--- src/rtl/sfr_arb_pkg.sv ---
// Shared types and constants for the SFR round-robin arbiter.
// Used by sfr_rr_arbiter and rr_prio_enc.
package sfr_arb_pkg;

   typedef enum logic {
      ARB_IDLE      = 1'b0,
      ARB_WAIT_RESP = 1'b1
   } arb_state_e;

   localparam logic [31:0] SFR_ARB_ERR_RDATA = 32'hDEADC0DE;
   localparam int          MAX_MASTERS       = 8;

   // Width of a master index; at least one bit.
   function automatic int idx_w(input int n);
      return (n < 2) ? 1 : $clog2(n);
   endfunction

   // Timeout counter width, kept within 8..16 bits.
   function automatic int cnt_w(input int t);
      int w;
      w = $clog2(t + 1);
      if (w < 8)
         w = 8;
      if (w > 16)
         w = 16;
      return w;
   endfunction

endpackage

--- src/rtl/rr_prio_enc.sv ---
// Rotating priority encoder: first set request at or after ptr.
// Pure combinational; ptr must be below N.
module rr_prio_enc
   import sfr_arb_pkg::*;
#(
   parameter int N = 2,
   parameter int W = 1
) (
   input  logic [N-1:0] req,
   input  logic [W-1:0] ptr,
   output logic [W-1:0] idx,
   output logic         valid
);

   // Slot visited at a given offset from ptr, wrapping at N.
   function automatic logic [W-1:0] slot(
      input logic [W-1:0] base,
      input int           off
   );
      int s;
      s = int'(base) + off;
      if (s >= N)
         s = s - N;
      return s[W-1:0];
   endfunction

   // Scan from the farthest offset down so the nearest hit wins.
   always_comb begin
      idx = '0;
      for (int i = N - 1; i >= 0; i--) begin
         if (req[slot(ptr, i)])
            idx = slot(ptr, i);
      end
   end

   // Any request yields a grant.
   always_comb begin
      valid = |req;
   end

endmodule

--- src/rtl/sfr_rr_arbiter.sv ---
// Round-robin arbiter sharing one SFR slave among split-transaction masters.
// Optional read timeout: define SFR_ARB_TIMEOUT_EN.
module sfr_rr_arbiter
   import sfr_arb_pkg::*;
#(
   parameter int NUM_MASTERS    = 2,
   parameter int TIMEOUT_CYCLES = 255
) (
   input  logic                      clk_i,
   input  logic                      rst_i,
   input  logic [NUM_MASTERS-1:0]    m_req_i,
   input  logic [NUM_MASTERS-1:0]    m_we_i,
   input  logic [NUM_MASTERS*32-1:0] m_addr_bi,
   input  logic [NUM_MASTERS*4-1:0]  m_be_bi,
   input  logic [NUM_MASTERS*32-1:0] m_wdata_bi,
   output logic [NUM_MASTERS-1:0]    m_ack_o,
   output logic [NUM_MASTERS-1:0]    m_resp_o,
   output logic [NUM_MASTERS*32-1:0] m_rdata_bo,
   output logic                      s_req_o,
   output logic                      s_we_o,
   output logic [31:0]               s_addr_bo,
   output logic [3:0]                s_be_bo,
   output logic [31:0]               s_wdata_bo,
   input  logic                      s_ack_i,
   input  logic                      s_resp_i,
   input  logic [31:0]               s_rdata_bi,
   output logic                      err_o
);

   localparam int IW = idx_w(NUM_MASTERS);

   if (NUM_MASTERS < 2 || NUM_MASTERS > MAX_MASTERS) begin : g_bad_nm
      $error("sfr_rr_arbiter: NUM_MASTERS out of range");
   end
   if (TIMEOUT_CYCLES < 1 || TIMEOUT_CYCLES > 65535) begin : g_bad_to
      $error("sfr_rr_arbiter: TIMEOUT_CYCLES out of range");
   end

   arb_state_e    state_q;
   arb_state_e    state_d;
   logic [IW-1:0] rr_ptr_q;
   logic [IW-1:0] owner_q;
   logic [IW-1:0] grant;
   logic          grant_vld;
   logic          hs;
   logic          rd_hs;
   logic          resp_fire;
   logic          timeout;
   logic [31:0]   rdata;

   rr_prio_enc #(
      .N (NUM_MASTERS),
      .W (IW)
   ) u_enc (
      .req   (m_req_i),
      .ptr   (rr_ptr_q),
      .idx   (grant),
      .valid (grant_vld)
   );

   // Route the granted master's request fields to the slave.
   always_comb begin
      s_we_o     = 1'b0;
      s_addr_bo  = '0;
      s_be_bo    = '0;
      s_wdata_bo = '0;
      for (int k = 0; k < NUM_MASTERS; k++) begin
         if (int'(grant) == k) begin
            s_we_o     = m_we_i[k];
            s_addr_bo  = m_addr_bi[32*k +: 32];
            s_be_bo    = m_be_bi[4*k +: 4];
            s_wdata_bo = m_wdata_bi[32*k +: 32];
         end
      end
   end

   assign hs        = s_req_o && s_ack_i;
   assign rd_hs     = hs && !s_we_o;
   assign resp_fire = (state_q == ARB_WAIT_RESP) && (s_resp_i || timeout);

`ifdef SFR_ARB_TIMEOUT_EN
   localparam int CW = cnt_w(TIMEOUT_CYCLES);

   logic [CW-1:0] cnt_q;

   // Count cycles spent waiting for the read response.
   always_ff @(posedge clk_i) begin
      if (!rst_i)
         cnt_q <= '0;
      else if (rd_hs)
         cnt_q <= '0;
      else if (state_q == ARB_WAIT_RESP)
         cnt_q <= cnt_q + 1'b1;
   end

   // A real response in the same cycle beats the timeout.
   assign timeout = (state_q == ARB_WAIT_RESP) && !s_resp_i &&
                    (cnt_q == CW'(TIMEOUT_CYCLES));
   assign rdata   = timeout ? SFR_ARB_ERR_RDATA : s_rdata_bi;
   assign err_o   = timeout;
`else
   assign timeout = 1'b0;
   assign rdata   = s_rdata_bi;
   assign err_o   = 1'b0;
`endif

   // State register.
   always_ff @(posedge clk_i) begin
      if (!rst_i)
         state_q <= ARB_IDLE;
      else
         state_q <= state_d;
   end

   // Next state: reads park until their response returns.
   always_comb begin
      state_d = state_q;
      unique case (state_q)
         ARB_IDLE:
            if (rd_hs)
               state_d = ARB_WAIT_RESP;
         ARB_WAIT_RESP:
            if (resp_fire)
               state_d = ARB_IDLE;
         default:
            state_d = ARB_IDLE;
      endcase
   end

   // Outputs: request/ack only in IDLE, response only to the owner.
   always_comb begin
      s_req_o    = (state_q == ARB_IDLE) && grant_vld;
      m_ack_o    = '0;
      m_resp_o   = '0;
      m_rdata_bo = {NUM_MASTERS{rdata}};
      for (int k = 0; k < NUM_MASTERS; k++) begin
         m_ack_o[k]  = hs && (int'(grant) == k);
         m_resp_o[k] = resp_fire && (int'(owner_q) == k);
      end
   end

   // Rotate priority past the master that just handshaked.
   always_ff @(posedge clk_i) begin
      if (!rst_i)
         rr_ptr_q <= '0;
      else if (hs)
         rr_ptr_q <= (int'(grant) == NUM_MASTERS - 1) ? '0 : grant + IW'(1);
   end

   // Remember who owns the outstanding read.
   always_ff @(posedge clk_i) begin
      if (!rst_i)
         owner_q <= '0;
      else if (rd_hs)
         owner_q <= grant;
   end

endmodule
--- config.mk ---
export PLATFORM = sky130hd
export DESIGN_NAME = sfr_rr_arbiter
export DESIGN_NICKNAME = d
export VERILOG_FILES = /design/src/rtl/sfr_arb_pkg.sv /design/src/rtl/rr_prio_enc.sv /design/src/rtl/sfr_rr_arbiter.sv
export SDC_FILE = /design/constraint.sdc
export NUM_CORES = 1
export LEC_CHECK = 0
export ABC_CLOCK_PERIOD_IN_PS = 1690
export BUFFER_PORTS_ARGS = -buffer_cell sky130_fd_sc_hd__buf_2
export CAP_MARGIN = 20
export CORE_AREA = 4 4 120 122
export DETAILED_ROUTE_END_ITERATION = 8
export DIE_AREA = 0 0 124 126
export GPL_ROUTABILITY_DRIVEN = 1
export HOLD_SLACK_MARGIN = 0.1
export PLACE_DENSITY = 0.45
export SETUP_SLACK_MARGIN = 0.4
export SYNTH_ARGS = -nofsm -noshare
export SYNTH_HDL_FRONTEND = slang
export SYNTH_HIERARCHICAL = 1
export SYNTH_SLANG_ARGS = --single-unit
--- constraint.sdc ---
create_clock -name clk_i -period 1.69 [get_ports clk_i]
set_input_delay 0 -clock clk_i [delete_from_list [all_inputs] [get_ports clk_i]]
set_output_delay 0 -clock clk_i [all_outputs]
set_load 0.05 [all_outputs]
# Yosys cells after proc, flatten, opt, wreduce, memory -nomap -nowiden
# Cells that the tools add are included.
[word_totals] regBits=3 output_inout_bits=139 elab_cells=40
[op_classes] add_sub_neg=4 magnitude_cmp=4 n_mux=16 bitwise_logic=3 n_reduce_logical=10
[ops] operator="32-bit 2-to-1 mux" n=2
[ops] operator="1-bit 2-to-1 mux" n=12
[ops] operator="1-bit logical AND" n=8
[ops] operator="1-bit by 2-bit less-than comparator with 1-bit output, second input constant" n=2
[ops] operator="4-bit 2-to-1 mux" n=1
[ops] operator="1-bit inverter" n=3
[ops] operator="1-bit by 1-bit adder with 2-bit output, second input constant" n=1
[ops] operator="1-bit by 2-bit >= comparator with 1-bit output, second input constant" n=1
[ops] operator="2-bit >= comparator, second input constant" n=1
[ops] operator="1-bit one-hot mux with 2 select lines" n=1
[ops] operator="2-bit OR reduction" n=1
[ops] operator="1-bit subtractor, second input constant" n=2
[ops] operator="1-bit adder, second input constant" n=1
[ops] operator="1-bit zero test" n=1

# Logic depth before layout (Yosys ltp)
# Gate-level depths: netlist (run 1).
[depth] word_depth=12 mapped_depth=6 depth_no_buf=5

# Cells and area by module
# The synthesis (run 1) kept the hierarchy.
[modules_own_cells] mod="sfr_rr_arbiter" instances=1 cells_each=164 area_per_inst_um2=1498.9
[modules_own_cells] mod="rr_prio_enc" instances=1 cells_each=3 area_per_inst_um2=17.5

# Worst setup path before layout (run 1)
# No wires, ideal clock.
[synth_path] kind="reg-to-reg" from="register rr_ptr_q" to="register rr_ptr_q" t_arrival_ns=1.328 required_ns=1.552 setup_slack_ns=0.224 path_stages_with_launch=7 synth_period_minus_slack_ns=1.466 cell_sequence="dfxtp_1 inv_1 a21boi_1 buf_6 buf_4 and2_1 nor2_1"
[synth_via] elab_chain_len=9
[synth_rtl] element="start: declaration" line="sfr_rr_arbiter.sv:41" text="logic [IW-1:0] rr_ptr_q;"
[synth_rtl] element="start signal: assignment" line="sfr_rr_arbiter.sv:147" text="rr_ptr_q <= (int'(grant) == NUM_MASTERS - 1) ? '0 : grant + IW'(1);"
[synth_rtl] element="1-bit by 1-bit adder with 2-bit output" line="rr_prio_enc.sv:21" text="s = int'(base) + off;"
[synth_rtl] element="2-bit >= comparator / 1-bit subtractor (equally long branches)" line="rr_prio_enc.sv:22, rr_prio_enc.sv:23"
[synth_rtl] element="1-bit 2-to-1 mux" line="rr_prio_enc.sv:22" text="if (s >= N)"
[synth_rtl] element="1-bit 2-to-1 mux (implied by the code) (2 in series)" line="rr_prio_enc.sv:31" text="if (req[slot(ptr, i)])"
[synth_rtl] element="1-bit 2-to-1 mux" line="rr_prio_enc.sv:31"
[synth_rtl] element="1-bit 2-to-1 mux *" line="rr_prio_enc.sv:31"
[synth_rtl] element="via grant" line="sfr_rr_arbiter.sv:43" text="logic [IW-1:0] grant;"
[synth_rtl] element="1-bit adder" line="sfr_rr_arbiter.sv:147"
[synth_rtl] element="1-bit 2-to-1 mux *" line="sfr_rr_arbiter.sv:147"
# Mark *: on every way through the listed nets, which the timed path passes. The rest lies on a longest branch. The select of a mux whose other input is x is not followed.
# A chain may end at the register's enable or synchronous reset.

# Final worst setup path (run 1)
[layout_path] from="register rr_ptr_q" to="output port s_addr_bo[6]"
[layout_via] elab_chain_len=8
[layout_rtl] element="1-bit by 1-bit adder with 2-bit output" line="rr_prio_enc.sv:21"
[layout_rtl] element="2-bit >= comparator / 1-bit subtractor (equally long branches)" line="rr_prio_enc.sv:22, rr_prio_enc.sv:23"
[layout_rtl] element="1-bit 2-to-1 mux" line="rr_prio_enc.sv:22"
[layout_rtl] element="1-bit 2-to-1 mux (implied by the code) (2 in series)" line="rr_prio_enc.sv:31"
[layout_rtl] element="1-bit 2-to-1 mux" line="rr_prio_enc.sv:31"
[layout_rtl] element="1-bit 2-to-1 mux *" line="rr_prio_enc.sv:31"
[layout_rtl] element="via grant" line="sfr_rr_arbiter.sv:43"
[layout_rtl] element="32-bit 2-to-1 mux *" line="sfr_rr_arbiter.sv:68" text="if (int'(grant) == k) begin"
[layout_rtl] element="end: declaration" line="sfr_rr_arbiter.sv:21" text="output logic [31:0] s_addr_bo,"
# Marks and branches as above.

==> metrics.cfg, run 1 <==
[cells_and_area]
final_area_um2 = 3460
layout-drive-gt1-share = 0.854
final_cells = 538
area_delta_synth_final_pct = 128
nets = 539
diodes = 0

[logic_synthesis]
synth_edf_count = 0
ys_ff_latch = 3
yosysTopAreaCellShare = 0.505
yosysSeqAreaShare = 0.0396
synthArstFlopShare = 0
yosysUniqueCellTypes = 20
avgSynthCellArea_um2 = 9.08
synth_most_common_cell = buf_4
synthTopCellsByCount = buf_4, mux2_2, nor2_1, dfxtp_1, inv_1
yosys_warnings = 6
syn-cell-area_um2 = 1520
synthCells = 167
synth_area_leaders = mux2_2, buf_4, dfxtp_1
synth_top_flop_cell = dfxtp_1
synth.largest_area_cell = mux2_2
synth_fp_nets = 343

[timing]
worstMarginPinSlew_ns = 1.03
rsz0062_at_grt = true
slew_headroom = 0.308
fin_setup_tns_ns = 0
post-route-min-period_ns = 1.63
finalWorstSetupSlack_ns = 0.0633
setup_violations = 0
fmax_mhz = 615
hold_violations = 0
drv_slew = 0
clock_skew_ns = 0.00181
fin_crit_sh = 0.963

[floorplan]
start_util = 0.115
die_x_um = 124
die_y_um = 126
dieArea_um2 = 15600
fp-row-count = 42
coreArea_um2 = 13200
io_pins = 315

[job]
max-cap-violations = 0

[routing]
routed_wirelength_mm = 8.81
drc = 0
wl_per_cell_um = 16.4
dr.pass1.iters = 4
viasPerCell = 3.70
antenna_left = 0
drt_iter0_markers = 28
via_count = 1991

[hold_path]
hold_path.class = primary input to flip-flop

[worst_setup_path]
path_class = flip-flop to output port
worst-path-buf-inv = 4
path_cells = inv_2, a21boi_4, buf_8, clkbuf_16, mux2_2, buf_8
critical_path.slowest_cell = mux2_2
required_ns = 1.69
worstPathArrival_ns = 1.63
max_stage_delay_ns = 0.35
worstPathMaxFanout = 10
crit_path_end_kind = output port
worstSetupStartpointType = flip-flop
path_delay_family = buffers and inverters
cp_common_cell = buf_8

[pwr]
sw_frac_of_total = 0.529
ir_worst_vdd_mv = 0.286
leakagePower_nw = 1.75
internal_power_mw = 1.10
clockPowerShare = 0.164
seqPwrFrac = 0.034
power.switching_mw = 1.24
comb_power_share = 0.802
p_total_mw = 2.33
p_per_area_nw_per_um2 = 674

[clock_network]
cts_buffer_depth = 2
cts_buffers = 3
insertion_delay_ns = 0.22
cts.htree.levels = 1
cts-root-buf = clkbuf_16
clkSinkCount = 3
cts_tree = done
path_clk_slew_ns = 0.03

[outcome]
status = complete, no violations

[grt]
grt_max_degree = 40
grt_pass1_vias = 1940
grt_overflow = 0
grt_pass1_wl_mm = 9.03
antenna_found_initial = 1
grtUsageTotal = 0.0741

[placement]
place.gp.congestion = 0.729
pre_cts_ws_ns = 0.250
port_buffers = 217
place_area_um2 = 2330
hpwl_mm = 5.53
dp.cells = 489

stage by stage:
step	utilization	hold WS, ns
after floorplan	-	0.122
after global placement	0.176	0.000497
after detailed placement	0.176	0.000497
after CTS	0.208	0.105
after global routing	0.263	0.140
final	0.263	0.104
cell type report:
| cell class | count | area, µm² |
|---|---|---|
| multi-input cells | 88 | 1010 |
| repair buffers | 264 | 2090 |
| well taps | 176 | 220 |
| clock buffers | 4 | 78.8 |
| inverters | 3 | 11.3 |
| flip-flops and latches | 3 | 61.3 |
| fillers | 1384 | 9730 |
logic make-up after synthesis:
family | Yosys count | share of synthesized area
muxes | 69 | 0.515
buffers and inverters | 76 | 0.371
and+or+nand+nor | 12 | 0.0437
DFF | 3 | 0.0396
AOI/OAI and AO/OA | 6 | 0.0281
other | 1 | 0.00247
tightest hold or removal path, cell delays in order:
cell	delay, ns
buf_2	0.11
nor2_1	0.09
a211oi_1	0.07
sequential cells by signal, summed over array words and instances (netlist names):
register,cells
owner_q,1
rr_ptr_q,1
state_q,1
path summary, 6_finish.rpt:
path | to | cells past startpoint | start | slack, ns
setup / recovery | s_addr_bo[6] | 6 | rr_ptr_q | 0.06
hold / removal | owner_q | 3 | m_we_i[0] | 0.10
setup reg to reg | state_q | 7 | rr_ptr_q | 0.24
hold reg to reg | rr_ptr_q | 2 | rr_ptr_q | 0.53
power by group through the flow:
stage	combinational [mW]	clock [mW]	sequential, mW
final	1.87	0.382	0.0795
after global routing	1.94	0.403	0.0800
after CTS	1.51	0.388	0.0787
after detailed placement	1.15	0	0.0797
after global placement	1.14	0	0.0795
after floorplan	1.23	0	0.0788
timing repair:
item | in CTS | in global routing
gates resized for setup | 1 | 239
endpoints found under the setup margin | 72 | 73
setup buffers | 0 | 5
gates cloned | 0 | 7
hold endpoints to repair | 67 | 0
hold buffers | 33 | 0
pin swaps | 0 | 2
layer usage:
metal  vias to the layer above  share of wire  global-route usage
li1                        899              -                   -
met1                       889           0.32              0.0658
met2                       193           0.56               0.156
met3                         8           0.11              0.0202
met4                         2         0.0075              0.0206
met5                         -         0.0023                   0
cell usage in the layout (no fill, tap or decap), types with 2 or more instances in the layout:
master / netlist / final
buf_8: 0 / 32
dfxtp_1: 3 / 2
buf_6: 1 / 9
buf_2: 0 / 146
nor2_1: 4 / 3
mux2_2: 68 / 42
o21ai_0: 2 / 2
clkbuf_16: 0 / 8
buf_4: 72 / 37
mux2_4: 1 / 27
buf_12: 0 / 2
dlygate4sd3_1: 0 / 33
inv_1: 3 / 2
(Power assumes the default switching activity.)
==> run 2: changes to the inputs <==
--- a/config.mk
+++ b/config.mk
@@ -13,7 +13,6 @@
 export DIE_AREA = 0 0 124 126
 export GPL_ROUTABILITY_DRIVEN = 1
 export HOLD_SLACK_MARGIN = 0.1
-export PLACE_DENSITY = 0.45
 export SETUP_SLACK_MARGIN = 0.4
 export SYNTH_ARGS = -nofsm -noshare
 export SYNTH_HDL_FRONTEND = slang
==> run 2 against run 1 <==
  * Combinational power down 4%
  * Setup slack lost 0.014 ns
  * Via count shrank 4.1%
  * Clock power is essentially flat
  * Largest power group unchanged
  * First-iteration DRC count unchanged
  * Sequential power barely moved
  * Power down 3.1%
  * Final area fell by 4.3%
  * Routed wire length shrank 3.8%
  * Clock skew increased by 0.00074 ns
  * Highest routed layer is now met4
==> metrics.cfg, run 2 (synthesis results as in run 1) <==
[pwr]
p_total_mw = 2.26
clockPowerShare = 0.169
sw_frac_of_total = 0.538
ir_worst_vdd_mv = 0.237
comb_power_share = 0.795
power.switching_mw = 1.22
internal_power_mw = 1.04
p_per_area_nw_per_um2 = 682
leakagePower_nw = 1.67
seqPwrFrac = 0.035

[timing]
fin_hold_ws_ns = 0.0899
fin_crit_sh = 0.971
drv_slew = 0
fin_setup_tns_ns = 0
setup_violations = 0
post-route-min-period_ns = 1.64
fmax_mhz = 610
rsz0062_at_grt = true
clock_skew_ns = 0.00255
slew_headroom = 0.317
worstMarginPinSlew_ns = 1.02
hold_violations = 0

[floorplan]
io_pins = 315
start_util = 0.115
die_x_um = 124
coreArea_um2 = 13200
die_y_um = 126
fp-row-count = 42
dieArea_um2 = 15600

[worst_setup_path]
required_ns = 1.69
crit_path_end_kind = output port
worstSetupStartpointType = flip-flop
path_class = flip-flop to output port
worstPathArrival_ns = 1.64
worstPathMaxFanout = 10

[cells_and_area]
layout_common_cells = buf_2, mux2_2, dlygate4sd3_1, buf_4, buf_6
reg_top3 = owner_q (1), rr_ptr_q (1), state_q (1)
diodes = 0
nets = 536
layout-drive-gt1-share = 0.852
mostFrequentLayoutCell = buf_2
fillers = 1408
area_delta_synth_final_pct = 119

[placement]
port_buffers = 217
hpwl_mm = 5.61
place.gp.congestion = 0.718

[clock_network]
path_clk_slew_ns = 0.03
cts.htree.levels = 1
insertion_delay_ns = 0.23
cts_buffer_depth = 2
cts_tree = done
clkSinkCount = 3
cts-root-buf = clkbuf_16
cts_buffers = 3

[routing]
routed_wirelength_mm = 8.48
via_count = 1910
dr.pass1.iters = 4
drt_iter0_markers = 28
wl_per_cell_um = 15.9
drc = 0
antenna_left = 0
viasPerCell = 3.57

[grt]
grt_max_degree = 41
grt_overflow = 0
grt_pass1_wl_mm = 9.49
antenna_found_initial = 0
grtUsageTotal = 0.0748
grt_pass1_vias = 1912

[outcome]
status = complete, no violations

[hold_path]
hold_path.class = primary input to flip-flop

[job]
max-cap-violations = 0

## run 2: layout make-up
cell class              count  area (µm²)  area share
multi-input cells          88         972       0.293
flip-flops and latches      3        61.3      0.0185
repair buffers            261        1970       0.595
inverters                   3        11.3     0.00340
clock buffers               4        78.8      0.0238
well taps                 176         220      0.0664
## run 2: final timing paths
| path | from | end | slack (ns) | cells after the start |
|---|---|---|---|---|
| max | rr_ptr_q | s_addr_bo[3] | 0.05 | 6 |
| min | m_we_i[0] | owner_q | 0.09 | 3 |
| max reg2reg | rr_ptr_q | state_q | 0.27 | 7 |
| min reg2reg | rr_ptr_q | rr_ptr_q | 0.52 | 2 |
## run 2: repair_timing
action                     in CTS  in global routing
gates cloned                    0                  6
gates resized for setup         1                195
hold endpoints to repair       67                  0
hold buffers                   33                  0
buffers inserted                0                  3
setup endpoints to repair      72                 73
## run 2: per-stage QoR
| stage | worst slack [ns] | utilization | area [µm²] | std cells |
|---|---|---|---|---|
| after floorplan | 0.397 | - | 1520 | 167 |
| after detailed placement | 0.284 | 0.176 | 2330 | 489 |
| final | 0.0495 | 0.251 | 3310 | 535 |
| after CTS | 0.0365 | 0.208 | 2740 | 526 |
| after global routing | -0.00309 | 0.251 | 3310 | 535 |
| after global placement | 0.260 | 0.176 | 2330 | 489 |
## run 2: per-layer routing
| layer | track usage | vias up | wire (µm) | part of all wire |
|---|---|---|---|---|
| met1 | 0.0872 | 852 | 3220 | 0.38 |
| met2 | 0.143 | 161 | 4480 | 0.53 |
| met5 | 0 | - | 0 | 0 |
| met4 | 0.0135 | 0 | 48 | 0.0057 |
| met3 | 0.0108 | 7 | 736 | 0.087 |
| li1 | - | 890 | - | - |
## run 2: worst max-delay path: stages, from the launching register on
cell and delay [ns]:
dfxtp_2 0.32, inv_2 0.04, a21boi_4 0.14, buf_12 0.17, buf_6 0.18, mux2_2 0.36
buf_4 0.19
## run 2: power groups by stage
stage / Sequential, mW / Clock (mW) / Combinational, mW
final: 0.0794 / 0.383 / 1.80
after CTS: 0.0786 / 0.391 / 1.52
after floorplan: 0.0788 / 0 / 1.23
after detailed placement: 0.0795 / 0 / 1.15
after global routing: 0.0798 / 0.395 / 1.87
after global placement: 0.0797 / 0 / 1.14
